==> config.mk <==
export PLATFORM = sky130hd
export DESIGN_NAME = branch_result_buffer
export DESIGN_NICKNAME = d
export VERILOG_FILES = /design/src/rtl/branch_result_buffer.sv
export SDC_FILE = /design/constraint.sdc
export NUM_CORES = 1
export LEC_CHECK = 0
export ABC_AREA = 1
export CAP_MARGIN = 30
export CORE_MARGIN = 3
export CORE_UTILIZATION = 43
export CTS_CLUSTER_DIAMETER = 80
export DETAILED_ROUTE_END_ITERATION = 12
export GPL_TIMING_DRIVEN = 0
export PLACE_DENSITY = 0.65
export SYNTH_ARGS = -nofsm -noshare
export SYNTH_HDL_FRONTEND = slang
export SYNTH_SLANG_ARGS = --single-unit
==> constraint.sdc <==
create_clock -name clk -period 6.01 [get_ports clk]
set_input_delay 1.202 -clock clk [delete_from_list [all_inputs] [get_ports clk]]
set_output_delay 1.202 -clock clk [all_outputs]
set_load 0.05 [all_outputs]
==> src/rtl/branch_result_buffer.sv <==
// rtl/branch_result_buffer.sv - in-order result queue between branch unit and CDB arbiter
// Optional same-cycle bypass when empty: define BRANCH_RESULT_BUFFER_BYPASS_EN.
module branch_result_buffer #(
  parameter int XLEN          = 32,
  parameter int ROB_TAG_WIDTH = 5,
  parameter int DEPTH         = 4
) (
  input  logic                     clk,
  input  logic                     reset_n,
  input  logic                     write_to_buffer,
  input  logic [XLEN-1:0]          next_instruction,
  input  logic                     redirect_mispredicted,
  input  logic [ROB_TAG_WIDTH-1:0] rob_tag_in,
  input  logic                     flush,
  input  logic                     cdb_grant,
  output logic                     out_valid,
  output logic [XLEN-1:0]          out_next_instruction,
  output logic                     out_redirect_mispredicted,
  output logic [ROB_TAG_WIDTH-1:0] out_rob_tag,
  output logic                     full,
  output logic [$clog2(DEPTH):0]   count
);

  localparam int PTR_W = $clog2(DEPTH);
  localparam int CNT_W = PTR_W + 1;

  typedef struct packed {
    logic [XLEN-1:0]          pc;
    logic                     mis;
    logic [ROB_TAG_WIDTH-1:0] tag;
  } entry_t;

  entry_t             mem [DEPTH];
  logic [PTR_W-1:0]   head;
  logic [PTR_W-1:0]   tail;
  entry_t             in_e;
  entry_t             out_e;
  logic               empty;
  logic               bypass;
  logic               push;
  logic               pop;

  assign in_e  = {next_instruction, redirect_mispredicted, rob_tag_in};
  assign empty = (count == '0);
  assign full  = (count == CNT_W'(DEPTH));

`ifdef BRANCH_RESULT_BUFFER_BYPASS_EN
  assign bypass = empty && write_to_buffer && !flush;
`else
  assign bypass = 1'b0;
`endif

  // A bypassed result that is granted in the same cycle is consumed and never stored.
  assign push = write_to_buffer && !full && !flush && !(bypass && cdb_grant);
  assign pop  = cdb_grant && !empty && !flush;

  assign out_e                     = bypass ? in_e : mem[head];
  assign out_valid                 = !empty || bypass;
  assign out_next_instruction      = out_e.pc;
  assign out_redirect_mispredicted = out_e.mis;
  assign out_rob_tag               = out_e.tag;

  always_ff @(posedge clk or negedge reset_n) begin
    if (!reset_n) begin
      head  <= '0;
      tail  <= '0;
      count <= '0;
    end else if (flush) begin
      head  <= '0;
      tail  <= '0;
      count <= '0;
    end else begin
      if (push) tail <= tail + 1'b1;
      if (pop)  head <= head + 1'b1;
      case ({push, pop})
        2'b10:   count <= count + 1'b1;
        2'b01:   count <= count - 1'b1;
        default: count <= count;
      endcase
    end
  end

  // Entry storage is deliberately unreset; out_valid qualifies the data outputs.
  always_ff @(posedge clk) begin
    if (push) mem[tail] <= in_e;
  end

endmodule

# --- After elaboration in Yosys (flattened, before gate mapping) ---
# Memory sizes are Yosys's and may differ from the RTL's.
# Cells that the tools add are included.
totals:
  in_bits: 43
  latch_bits: 0
  output_inout_bits: 43
  mem_bits_ro: 0
  reg_bits: 7
  ramBits: 152
  mem_count: 1
memory_table:
  columns: ["memory", "depth", "word_bits", "rd", "rd_ports_with_merged_regs", "write_ports", "line_no", "rtl"]
  rows:
  - ["mem", 4, 38, 1, 0, 1, "33", "entry_t mem [DEPTH];"]
op_classes:
  n_reduce_logical: 11
  n_addsub: 4
  shifts: 0
  multipliers: 0
  n_lt_le_gt_ge: 0
  n_div: 0
  bitwise_logic: 0
  eq_ne: 3
  muxes: 8
ops:
  columns: ["operator", "n"]
  rows:
  - ["$mux W2", 4]
  - ["$pmux W3 S2", 1]
  - ["$add A2 B1 Y2 const B", 2]
  - ["$logic_and A1 B1 Y1", 4]
  - ["$reduce_bool A2 Y1", 2]
  - ["$add A3 B1 Y3 const B", 1]
  - ["$eq A3 B3 Y1 const B", 1]
  - ["$logic_not A1 Y1", 3]
  - ["$logic_not A3 Y1", 1]
  - ["$mux W3", 1]
  - ["$reduce_bool A3 Y1", 1]
  - ["$sub A3 B1 Y3 const B", 1]
  - ["$eq A2 B1 Y1 const B", 1]
  - ["$eq A2 B2 Y1 const B", 1]
  - ["$mux W1", 2]

# --- Depth between registers and ports, before layout ---
# Gate-level depths: netlist of run 1.
logic_depth:
  ltp_word: 7
  ltp_mapped: 13
  mapped_depth_nobuf: 13

# --- Least setup slack after synthesis of run 1 ---
# Ideal clock, no wire load.
synth_path:
  kind: "input to register"
  startpoint: "input port flush"
  endpoint: "memory mem[0][0] (netlist bit), enable pin"
  slack_ns: 2.452
  t_arrival_ns: 3.125
  setup_time_ns: 0.433
  required_time_ns: 5.577
  path_stages: 3
  path_buffers: 0
  cell_sequence: "inv_1 nand3_4 nor2_1"
synth_via:
  elab_chain_cells: 4
synth_lines:
  columns: ["element", "line_no", "rtl"]
  rows:
  - ["start, declared", "14", "input logic flush,"]
  - ["$logic_not A1 Y1", "54", "assign push = write_to_buffer && !full && !flush && !(bypass && cdb_grant);"]
  - ["$logic_and A1 B1 Y1", "54", null]
  - ["$mux W1", "85", "if (push) mem[tail] <= in_e;"]
  - ["$mux W1 (not written as such)", "85", null]
  - ["end, declared", "33", null]
# No other way between the ends.

# --- Worst setup path after layout of run 1 ---
layout_path:
  startpoint: "register head[1]"
  endpoint: "output port out_next_instruction[20]"
layout_via:
  elab_chain_cells: 1
layout_lines:
  columns: ["element", "line_no", "rtl"]
  rows:
  - ["start, declared", "34", "logic [PTR_W-1:0] head;"]
  - ["start signal, assigned", "74", "if (pop) head <= head + 1'b1;"]
  - ["$mem_v2 Z4 W38", null, null]
  - ["end, declared", "17", "output logic [XLEN-1:0] out_next_instruction,"]
# No other way between the ends.

==> results.cfg, run 1 <==
[clocking]
clk_path_buf_depth = 2
cts_resized = 0
cts.sinks = 159
post_cts_buffers = 0
root_buffer = clkbuf_16
cts.htree.levels = 4
worst_skew_pair.late_latency_ns = 0.42
postCtsHoldBufs = 0
path_clk_slew_ns = 0.05
tritoncts = done
cts_made_buffers = 17

[synthesis]
synthesis.area_sq_um = 6100
postSynthCellCount = 432
synth_warnings = 0
avgSynthCellArea_sq_um = 14.1
yosysTopAreaCell = edfxtp_1
yosys-top-cells-area = edfxtp_1 75%, o21ai_0 5.8%, nor2_1 4.9%
syn_nets = 480
synth_cell_type_count = 24
synth_seq_area_share = 0.776
ys_ff_latch = 159
synth_top_area_share = 0.748

[global_route]
grt_use_met1 = 0.240
grt_first_pass_wirelength_mm = 21.8
antenna_found_initial = 0
grt.busiest_layer = met2
use_met2 = 0.296
grt_max_degree = 29
overflow = 0
use_met3 = 0.0482
grt_usage = 0.183
first_global_vias = 4035

[floorplanning]
ioPinCount = 86
start_util = 0.450
die_w_um = 125
dieHeight_um = 125
core_sq_um = 13600
rows = 42
dieArea_sq_um = 15700

[routing]
route.detailed.drc = 0
vias = 3851
wl_mm = 13.7
vias_per_cell = 5.29
initialDrtViolationCount = 281
ant_nets = 0
firstDrtPassIters = 4
wl_per_cell_um = 18.8

[timing]
finalHoldViolCount = 0
setup_ws_ns = 2.09
setup_tns_ns = 0
drv_slew = 0
slew_headroom = 0.474
finalSetupViolCount = 0
fin_crit_sh = 0.652
rsz0062_at_grt = no
skew_ns = 0.00823
max_freq_mhz = 255
worst_pin_slew_ns = 0.787
period_minus_slack_ns = 3.92

[layout]
fillers = 1142
final_nets = 588
area_growth_pct = 27.4
drive_gt1_frac = 0.0996
diodes = 0

[job]
drv_cap = 0

[pwr]
p_leak_uw = 0.00264
vdd_drop_max_mv = 0.262
total_power_uw = 3460
powerDensity_nw_per_um2 = 444

[worst_setup_path]
crit_required_ns = 4.81
crit_type = flop to primary output
endpoint_kind = primary output
cp.arrival_ns = 2.72
r2r_start = count[1]$_DFFE_PN0P_
setup.worst_path.start = head[1]$_DFFE_PN0P_
critPathMaxFanout = 10
startpoint_type = flop

[placement]
dp_slack_ns = 2.53
gp_congestion = 0.771
dpl.hpwl_mm = 8.42
portBuffers = 85

[min_path]
hold_start = tail[0]$_DFFE_PN0P_
min_path_type = flop to flop

[status]
outcome = finished, final reports clean
[layout make-up]
class	instances	area, sq um	area share
plain buffers	24	106	0.0137
clock buffers	19	433	0.0556
clock inverters	12	53.8	0.00692
inverters	14	52.6	0.00675
multi-input cells	235	1240	0.159
flip-flops and latches	159	4740	0.609
well taps	176	220	0.0283
repair buffers	89	938	0.121
[per-layer routing]
metal | up-vias | part of all wire | wire [um]
met1 | 1892 | 0.42 | 5780
met2 | 132 | 0.50 | 6830
met4 | 0 | 0.014 | 189
li1 | 1812 | - | -
met5 | - | 0 | 0
met3 | 15 | 0.065 | 894
[cell families after synthesis]
| kind of cell | count (synthesis) | share of synthesized area |
|---|---|---|
| flip-flops | 159 | 0.776 |
| AO/OA/AOI/OAI | 122 | 0.109 |
| AND/OR/NAND/NOR | 107 | 0.0752 |
| buffers and inverters | 38 | 0.0260 |
| adder cells (fa/ha/maj) | 5 | 0.0115 |
| XOR/XNOR | 1 | 0.00143 |
[cells in the final DEF (no fill, tap or decap), types with 7 or more instances in the layout]
| cell | count |
|---|---|
| clkbuf_1 | 17 |
| nor2_1 | 76 |
| clkdlybuf4s50_1 | 85 |
| nand2_1 | 13 |
| dfrtp_1 | 7 |
| o21ai_0 | 71 |
| buf_2 | 7 |
| o22ai_1 | 38 |
| inv_1 | 11 |
| clkbuf_16 | 17 |
| edfxtp_1 | 152 |
| o21ai_1 | 9 |
| clkinv_1 | 7 |
[Yosys cell counts]
cell      number
a21boi_2       1
a21oi_1        2
a21oi_2        1
buf_2          7
buf_4          2
clkbuf_1      15
dfrtp_1        7
edfxtp_1     152
fa_1           1
ha_1           4
inv_1         11
inv_2          3
nand2_1       13
nand2_2        6
nand2_4        2
nand3_1        3
nand3_4        1
nor2_1        80
nor2_2         1
nor2_4         1
o21ai_0       71
o21ai_1        9
o22ai_1       38
xnor2_1        1
[worst max-delay path, cell delays in order (launching register included)]
cell and delay (ns):
dfrtp_1 0.38, buf_4 0.20, clkbuf_1 0.41, o21ai_0 0.17, o22ai_1 0.28, clkdlybuf4s50_1 0.87
[path summary, 6_finish.rpt]
kind | slack, ns | endpoint | cells past startpoint
worst min register to register | 0.59 | tail[0]$_DFFE_PN0P_ | 1
worst min-delay path | 0.59 | tail[0]$_DFFE_PN0P_ | 1
worst max-delay path | 2.09 | out_next_instruction[20] | 5
min in group asynchronous | 1.06 | count[1]$_DFFE_PN0P_ | 1
worst max register to register | 3.98 | count[2]$_DFFE_PN0P_ | 13
max in group asynchronous | 4.68 | tail[1]$_DFFE_PN0P_ | 1
[stage by stage]
step           cell area [sq um]  hold slack [ns]  instances  utilization
2_1_floorplan               6100            0.512        432            -
3_3_place_gp                7180            0.541        693        0.529
3_5_place_dp                7290            0.570        697        0.538
4_1_cts                     7780            0.581        728        0.574
5_1_grt                     7780            0.623        728        0.574
6_report                    7780            0.586        728        0.574
[report_power, final]
group	switching [uW]	internal [uW]
combinational	855	369
sequential	34.8	1300
clock	390	510
[sequential cells by signal (all words and copies together) (netlist names)]
signal / count
count: 3
tail: 2
head: 2
mem: 152
(Power assumes the default switching activity.)
==> inputs of run 2 (changes only) <==
clock period = 3.9 ns   (was 6.01 ns; I/O delays follow)
==> results of run 2 <==
Same layout as run 1 (identical final DEF). Status: finished, final reports clean.
Main changes from that run: setup slack after placement 2.53 ns -> 0.842 ns; setup slack after layout 2.09 ns -> 0.402 ns; register-to-register setup slack 3.98 ns -> 1.87 ns; total power 3460 uW -> 5320 uW; worst IR drop on VDD 0.262 mV -> 0.403 mV
==> inputs of run 3 (changes only) <==
ABC_AREA = default   (was 1)
==> results.cfg, run 3 <==
[status]
outcome = finished, final reports clean

[routing]
ant_nets = 0
wl_mm = 10.7
wl_per_cell_um = 19.0
vias = 2937
initialDrtViolationCount = 189
firstDrtPassIters = 4
vias_per_cell = 5.20
route.detailed.drc = 0

[global_route]
antenna_found_initial = 0
first_global_vias = 3160
grt_usage = 0.148
overflow = 0
grt_first_pass_wirelength_mm = 17.5
grt_max_degree = 33

[synthesis]
syn_nets = 314
synthArstFlopShare = 0.0440
synth_cell_type_count = 35
synthTopCellsByCount = 152 x edfxtp_1, 38 x mux4_2, 7 x dfrtp_1, 6 x a21oi_1, 5 x and2_1
ys.flop_type = edfxtp_1
synth_warnings = 0
yosysTopAreaCell = edfxtp_1
avgSynthCellArea_sq_um = 23.1
synth_edf_count = 152
synth_most_common_cell = edfxtp_1
synthesis.area_sq_um = 6160
postSynthCellCount = 266
synth_seq_area_share = 0.770
yosys-top-cells-area = edfxtp_1 74%, mux4_2 14%, dfrtp_1 2.8%
ys_ff_latch = 159
synth_top_area_share = 0.741

[timing]
rsz0062_at_grt = no
drv_slew = 0
max_freq_mhz = 315
finalSetupViolCount = 0
finalHoldViolCount = 0
skew_ns = 0.00527
fin_crit_sh = 0.813
slew_headroom = 0.634
period_minus_slack_ns = 3.17
worst_pin_slew_ns = 0.547

[pwr]
p_leak_uw = 0.00251
powerDensity_nw_per_um2 = 530
total_power_uw = 4130
vdd_drop_max_mv = 0.317

[worst_setup_path]
crit_required_ns = 3.12
crit_type = flop to primary output
startpoint_type = flop
cp.arrival_ns = 2.39
critPathMaxFanout = 10
endpoint_kind = primary output

[floorplanning]
ioPinCount = 86
start_util = 0.442
die_w_um = 126
dieHeight_um = 126
rows = 43
core_sq_um = 13900
dieArea_sq_um = 15800

[layout]
top_regs = mem x152, count x3
regArea_sq_um = 4740
multiInputGateArea_sq_um = 1250
layout_commonest_cell = edfxtp_1
fillers = 1077
largest_reg_flops = 152
finalInstanceArea_sq_um = 7790
diodes = 0
fin_util = 0.559
layout_common_cells = 152 x edfxtp_1, 84 x clkdlybuf4s50_1, 38 x mux4_2, 17 x clkbuf_16, 8 x buf_12
stdcell_count = 565
max_flop_register = mem
final_nets = 421
drive_gt1_frac = 0.229
area_growth_pct = 26.6

[placement]
gp_congestion = 0.766
portBuffers = 84
dp_cells = 534
dpl.hpwl_mm = 6.68
place_area_sq_um = 7310

[clocking]
clk_path_buf_depth = 2
cts_resized = 0
root_buffer = clkbuf_16
cts.htree.levels = 4
cts_made_buffers = 17
path_clk_slew_ns = 0.06
worst_skew_pair.late_latency_ns = 0.41
tritoncts = done
cts.sinks = 159
post_cts_buffers = 0
postCtsHoldBufs = 0

[min_path]
min_path_type = flop to flop

[job]
drv_cap = 0
## run 3: cell count changes in the layout (fill, tap and decap cells not counted), moves of 5 or more
cell / before / now
buf_12: 3 / 8
clkbuf_1: 17 / 4
inv_1: 11 / 3
mux4_2: 0 / 38
nand2_1: 13 / 0
nand2_2: 6 / 0
nor2_1: 76 / 4
nor2_4: 5 / 0
o21ai_0: 71 / 1
o21ai_1: 9 / 1
o22ai_1: 38 / 2
## run 3: stage by stage
stage / worst slack (ns) / hold WS, ns / TNS [ns]
2_1_floorplan: 1.23 / 0.484 / 0
3_3_place_gp: -0.0415 / 0.580 / -2.42
3_5_place_dp: 0.938 / 0.605 / 0
4_1_cts: 0.661 / 0.614 / 0
5_1_grt: 0.608 / 0.640 / 0
6_report: 0.728 / 0.609 / 0
## run 3: where the power goes
group | internal, uW | switching [uW]
logic | 341 | 471
registers | 1930 | 18.3
clock network | 789 | 580
total | 3060 | 1070
## run 3: kinds of logic after synthesis
group / synth area share
buffers and inverters: 0.0278
flip-flops: 0.770
XOR/XNOR: 0.00427
AND/OR/NAND/NOR: 0.0260
adder cells (fa/ha/maj): 0.0114
AO/OA/AOI/OAI: 0.0215
multiplexers: 0.139
## run 3: critical path, cell delays in order, from the launching register on
cell and delay (ns):
dfrtp_1 0.35, buf_2 0.29, buf_4 0.26, mux4_2 0.34
clkdlybuf4s50_1 0.72
## run 3: cell type report
type | instances | area share
Timing Repair Buffer | 88 | 0.118
Sequential cell | 159 | 0.608
Inverter | 4 | 0.00193
Multi-Input combinational cell | 88 | 0.160
Buffer | 15 | 0.0201
Clock buffer | 20 | 0.0560
Tap cell | 180 | 0.0289
Clock inverter | 11 | 0.00642
## run 3: worst paths after layout
path / startpoint / end / slack (ns) / depth (start not counted)
hold / removal: tail[1]$_DFFE_PN0P_ / tail[1]$_DFFE_PN0P_ / 0.61 / 2
setup / recovery: head[1]$_DFFE_PN0P_ / out_next_instruction[14] / 0.73 / 4
setup reg to reg: count[0]$_DFFE_PN0P_ / mem[0][9]$_DFFE_PP_ / 1.85 / 4
hold reg to reg: tail[1]$_DFFE_PN0P_ / tail[1]$_DFFE_PN0P_ / 0.61 / 2
min in group asynchronous: reset_n / count[2]$_DFFE_PN0P_ / 0.64 / 1
max in group asynchronous: reset_n / head[0]$_DFFE_PN0P_ / 3.00 / 1
## run 3: metal layers
layer	wire, um	GRT usage	vias to the layer above
met5	0	0	-
met4	214	0.0612	0
met2	5320	0.229	70
li1	-	-	1329
met3	521	0.0466	21
met1	4670	0.196	1517
